File: config.mk
export PLATFORM = sky130hd
export DESIGN_NAME = dmem_arbiter
export DESIGN_NICKNAME = d
export VERILOG_FILES = /design/src/rtl/dmem_arbiter.sv
export SDC_FILE = /design/constraint.sdc
export NUM_CORES = 1
export LEC_CHECK = 0
export CORE_UTILIZATION = 43
export DETAILED_ROUTE_END_ITERATION = 16
export GPL_TIMING_DRIVEN = 0
export PLACE_DENSITY_LB_ADDON = 0.1
export REMOVE_ABC_BUFFERS = 1
export SKIP_LAST_GASP = 1
export SLEW_MARGIN = 40
export SYNTH_ARGS = -nofsm -noshare
export SYNTH_HDL_FRONTEND = slang
export SYNTH_SLANG_ARGS = --single-unit
export TNS_END_PERCENT = 10
File: constraint.sdc
create_clock -name clk -period 7.5 [get_ports clk]
set_input_delay 0.75 -clock clk [delete_from_list [all_inputs] [get_ports clk]]
set_output_delay 0.75 -clock clk [all_outputs]
set_load 0.1 [all_outputs]
File: src/rtl/dmem_arbiter.sv
// Purpose: round-robin arbiter and access sequencer for two requesters sharing one single-port data memory.
// Latency: legal access 3 cycles from ready back to IDLE (accept, ACCESS, RESP); illegal access 2 cycles.
// Backpressure: ready[i] is raised only in IDLE for the winner; everyone else holds req/p_* until accepted.
//
// Ports:
//   clk, reset            - clock, synchronous active-high reset
//   req/ready             - per-requester command handshake (ready is combinational, IDLE only)
//   p_write/p_unsigned/p_size/p_addr/p_wdata - per-requester command fields
//   resp_valid/resp_err/resp_rdata           - one-cycle response to the owning requester
//   mem_write/mem_read/is_unsigned/xfer_size/address/w_data/r_data - memory side;
//                           r_data is valid the cycle after the address is presented
module dmem_arbiter #(
  parameter int unsigned MEM_BYTES = 64
) (
  input  logic             clk,
  input  logic             reset,
  input  logic [1:0]       req,
  output logic [1:0]       ready,
  input  logic [1:0]       p_write,
  input  logic [1:0]       p_unsigned,
  input  logic [1:0][2:0]  p_size,
  input  logic [1:0][31:0] p_addr,
  input  logic [1:0][31:0] p_wdata,
  output logic [1:0]       resp_valid,
  output logic             resp_err,
  output logic [31:0]      resp_rdata,
  output logic             mem_write,
  output logic             mem_read,
  output logic             is_unsigned,
  output logic [2:0]       xfer_size,
  output logic [31:0]      address,
  output logic [31:0]      w_data,
  input  logic [31:0]      r_data
);

  typedef enum logic [1:0] {IDLE, ACCESS, RESP} state_t;

  state_t      state_q, state_d;
  logic        last_grant_q;
  logic        owner_q;
  logic        write_q;
  logic        unsigned_q;
  logic        err_q;
  logic [2:0]  size_q;
  logic [31:0] addr_q;
  logic [31:0] wdata_q;

  logic        winner;
  logic        grant;
  logic        cmd_err;
  logic [2:0]  sel_size;
  logic [31:0] sel_addr;
  logic [32:0] end_addr;

  // Winner selection: a lone requester wins outright; on a tie the port
  // that did not win last time goes first.
  always_comb begin
    winner = req[1];
    if (&req) winner = ~last_grant_q;
  end

  assign grant    = (state_q == IDLE) && (|req);
  assign sel_size = p_size[winner];
  assign sel_addr = p_addr[winner];
  // 33-bit sum so an address near 2^32 cannot wrap back into range.
  assign end_addr = {1'b0, sel_addr} + {30'b0, sel_size};

  always_comb begin
    cmd_err = 1'b0;
    case (sel_size)
      3'd1:    cmd_err = 1'b0;
      3'd2:    cmd_err = sel_addr[0];
      3'd4:    cmd_err = |sel_addr[1:0];
      default: cmd_err = 1'b1;
    endcase
    if (end_addr > 33'(MEM_BYTES)) cmd_err = 1'b1;
  end

  always_comb begin
    state_d = state_q;
    ready   = 2'b00;
    case (state_q)
      IDLE: begin
        if (grant) begin
          ready   = winner ? 2'b10 : 2'b01;
          // Illegal commands skip the memory cycle entirely.
          state_d = cmd_err ? RESP : ACCESS;
        end
      end
      ACCESS:  state_d = RESP;
      RESP:    state_d = IDLE;
      default: state_d = IDLE;
    endcase
  end

  always_ff @(posedge clk) begin
    if (reset) begin
      state_q      <= IDLE;
      last_grant_q <= 1'b1;
      owner_q      <= 1'b0;
      write_q      <= 1'b0;
      unsigned_q   <= 1'b0;
      err_q        <= 1'b0;
      size_q       <= 3'd0;
      addr_q       <= 32'd0;
      wdata_q      <= 32'd0;
    end else begin
      state_q <= state_d;
      if (grant) begin
        last_grant_q <= winner;
        owner_q      <= winner;
        write_q      <= p_write[winner];
        unsigned_q   <= p_unsigned[winner];
        err_q        <= cmd_err;
        size_q       <= sel_size;
        addr_q       <= sel_addr;
        wdata_q      <= p_wdata[winner];
      end
    end
  end

  // Command fields sit on the memory bus permanently; only the strobes
  // qualify them, and only during ACCESS.
  assign address     = addr_q;
  assign w_data      = wdata_q;
  assign xfer_size   = size_q;
  assign is_unsigned = unsigned_q;
  assign mem_write   = (state_q == ACCESS) &&  write_q;
  assign mem_read    = (state_q == ACCESS) && !write_q;

  // Memory read data arrives one cycle after ACCESS, i.e. during RESP,
  // and is forwarded without another register stage.
  assign resp_valid = (state_q == RESP) ? (owner_q ? 2'b10 : 2'b01) : 2'b00;
  assign resp_err   = (state_q == RESP) && err_q;
  assign resp_rdata = ((state_q == RESP) && !write_q && !err_q) ? r_data : 32'd0;

endmodule

==> results.cfg <==
[outcome]
outcome = completed

[setup_path]
critPathBufInv = 2
startpoint = req[0]
crit_type = in -> reg
cpPeakStageDelay_ns = 0.57
cp.depth = 14
arrival_ns = 5.28
crit_top_cell = mux2_2
r2r.worst_path.cells = 13
cpLargestDelayFamily = simple AND/OR/NAND/NOR gates
timing.rr.start = last_grant_q$_SDFFE_PP1P_
crit_required_ns = 7.79
worstPathCellList = clkdlybuf4s50_1 -> a21bo_4 -> mux2_2 -> ha_1 -> inv_1 -> fa_1 -> nor2b_1 -> o21ai_0 -> o22ai_2 -> nand4_1 -> nor3_1 -> mux2_2 -> or4b_1 -> and4bb_1
crit_fanout = 41
crit_slowest_cell = clkdlybuf4s50_1
worstSetupStartpointType = input pin
cp-end-kind = flip-flop

[place]
gp_congestion = 0.875
dp_hpwl_um = 15200
dp_slack_ns = 2.22
portBuffers = 280

[die]
dieArea_um2 = 12300
fp.dieH_um = 111
die_x_um = 111
ios = 281
start_util_pct = 44.3
rows = 39
core_um2 = 11500

[timing]
setup_slack_ns = 2.51
maxSlewHeadroom_pct = 51.5
setup_viol_count_final = 0
rsz0062_at_grt = no
max_freq_mhz = 200
fin_worst_skew_ns = 0.00480
tightest_slew_ns = 0.725
period_needed_ns = 4.99
worst_hold_slack_ns = 0.496
slew_violations = 0
final_hold_viol_count = 0
period_share_pct = 66.6

[clock_network]
clock_sinks = 74
ctsResizeCount = 0
numCtsBuffers = 9
cts_buffer_depth = 2
cts_hold_buffers = 0
cts_setup_buffers = 0
ctsHtreeMaxLevel = 3
clk_pin_slew_worst_paths_ns = 0.06
cts_tree = yes
clock_latency_ns = 0.35
clockRootBuffer = clkbuf_16

[final_layout]
n_fill_cell = 975
ff_latch_area_um2 = 1480
final_nets = 1115
mostFrequentLayoutCell = clkdlybuf4s50_1
area_growth_pct = 54.5
multi_input_area_um2 = 3370
layout-drive-gt1-share_pct = 17.8
final_cell_mix = 172 x clkdlybuf4s50_1, 113 x buf_2, 108 x nand2_1

[synthesis]
synthArstFlopShare_pct = 0
synth_seq_area_share_pct = 29.2
avgSynthCellArea_um2 = 7.59
synthCells = 669
synth-edff-count = 0
synth-seq-cells = 74
synthFlopType = dfxtp_1
syn_area_um2 = 5080
yosysUniqueCellTypes = 72
yosysWarnings = 0

[global_routing]
grt_usage_pct = 30.4
antenna_found_initial = 1
grt.overflow.total = 0
grt_busiest_layer = met2
grt_pass1_vias = 5719
grt_max_degree = 48
grt_util_met3_pct = 6.78
grt_util_met2_pct = 48.7
grt_pass1_wl_um = 30000
grtUsageMet1_pct = 40.0

[route]
drc = 0
drt_iter0_drc = 440
routed-via-count = 6144
wl_um = 19100
wl_per_cell_um = 17.6
viasPerCell = 5.66
dr.pass1.iters = 6
ant_nets = 0

[min_path]
whs_path_depth = 2
hp-class = reg -> reg
min_from = w_data[5]$_SDFFE_PP0P_

[pwr]
p_leak_nw = 3.32
finalPower_mw = 1.62
power.density_nw_per_um2 = 206
peakVddDrop_v = 0.000253

[job]
max_cap_violations = 0
==> final timing paths <==
check / endpoint / slack (ns)
worst min-delay path: w_data[5]$_SDFFE_PP0P_ / 0.50
worst min register to register: w_data[5]$_SDFFE_PP0P_ / 0.50
worst max register to register: state_q[0]$_SDFFE_PP0P_ / 3.08
worst max-delay path: state_q[0]$_SDFFE_PP0P_ / 2.51
==> metal layers <==
| layer | vias to the layer above | wire length [um] |
|---|---|---|
| met3 | 32 | 1410 |
| met1 | 2839 | 8440 |
| met4 | 0 | 454 |
| li1 | 2994 | - |
| met2 | 279 | 8850 |
| met5 | - | 0 |
==> flip-flops by register name, summed over array words and instances, names as in the netlist <==
| name | flops |
|---|---|
| address | 32 |
| err_q | 1 |
| is_unsigned | 1 |
| last_grant_q | 1 |
| owner_q | 1 |
| state_q | 2 |
| w_data | 32 |
| write_q | 1 |
| xfer_size | 3 |
==> logic make-up after synthesis <==
group,Yosys count,share of synthesized area (%)
compound gates,138,21.4
xor+xnor,11,1.90
fa+ha+maj,4,1.13
buf+inv,55,4.98
flops,74,29.2
mux,43,9.01
simple gates,344,32.5
==> power by group <==
part | switching, mW | internal, mW | leakage, nW
registers | 0.0203 | 0.433 | 0.615
clock network | 0.177 | 0.259 | 0.143
logic | 0.527 | 0.203 | 2.57
total | 0.724 | 0.894 | 3.32
==> Yosys cell counts (all sizes together), types with 2 or more instances <==
library cell	count	area, um2
nand2	108	405
nor2	101	379
dfxtp	74	1480
a311oi	39	342
and2	34	213
clkbuf	34	128
mux2i	34	357
a211oi	31	250
nand3	26	130
nor3	24	120
a21oi	14	70.1
buf	11	87.6
inv	10	37.5
mux2	9	101
nand4	9	77.6
o21ai	9	45.0
nor4	7	50.1
and3	6	37.5
o22ai	6	43.8
xnor2	6	52.6
and4	5	43.8
nor4b	5	43.8
xor2	5	43.8
a211o	4	35.0
a21boi	4	33.8
a31oi	4	25.0
a41oi	4	35.0
nor3b	4	30.0
ha	3	37.5
nand4b	3	26.3
o221ai	3	26.3
a21o	2	15.0
a2bb2oi	2	17.5
a32oi	2	17.5
nor2b	2	12.5
o22a	2	17.5
o2bb2ai	2	17.5
or2	2	12.5
or3	2	12.5
==> through the flow <==
step                      cell area [um2]  utilization (%)  TNS, ns  instances
after floorplan                      4860                -   -54.38        624
after global placement               7850             68.4  -283.28       1047
after detailed placement             7550             65.9        0       1069
after CTS                            7850             68.4        0       1085
after global routing                 7850             68.5        0       1086
final                                7850             68.5        0       1086
==> worst reg2reg max path: stages (launching register included) <==
cell	delay [ns]
dfxtp_1	0.41
a21bo_4	0.53
mux2_2	0.37
ha_1	0.19
inv_1	0.06
fa_1	0.41
nor2b_1	0.24
o21ai_0	0.17
o22ai_2	0.43
nand4_1	0.18
nor3_1	0.23
mux2_2	0.38
or4b_1	0.50
and4bb_1	0.26
==> cell type report <==
class	count	area share [%]
tap	143	2.28
antenna	1	0.0319
clock inverter	6	0.829
timing repair buffer	302	31.7
multi-input combinational	540	42.9
clock buffer	10	2.92
inverter	10	0.478
sequential	74	18.9
Power figures use the tool's default switching activity.
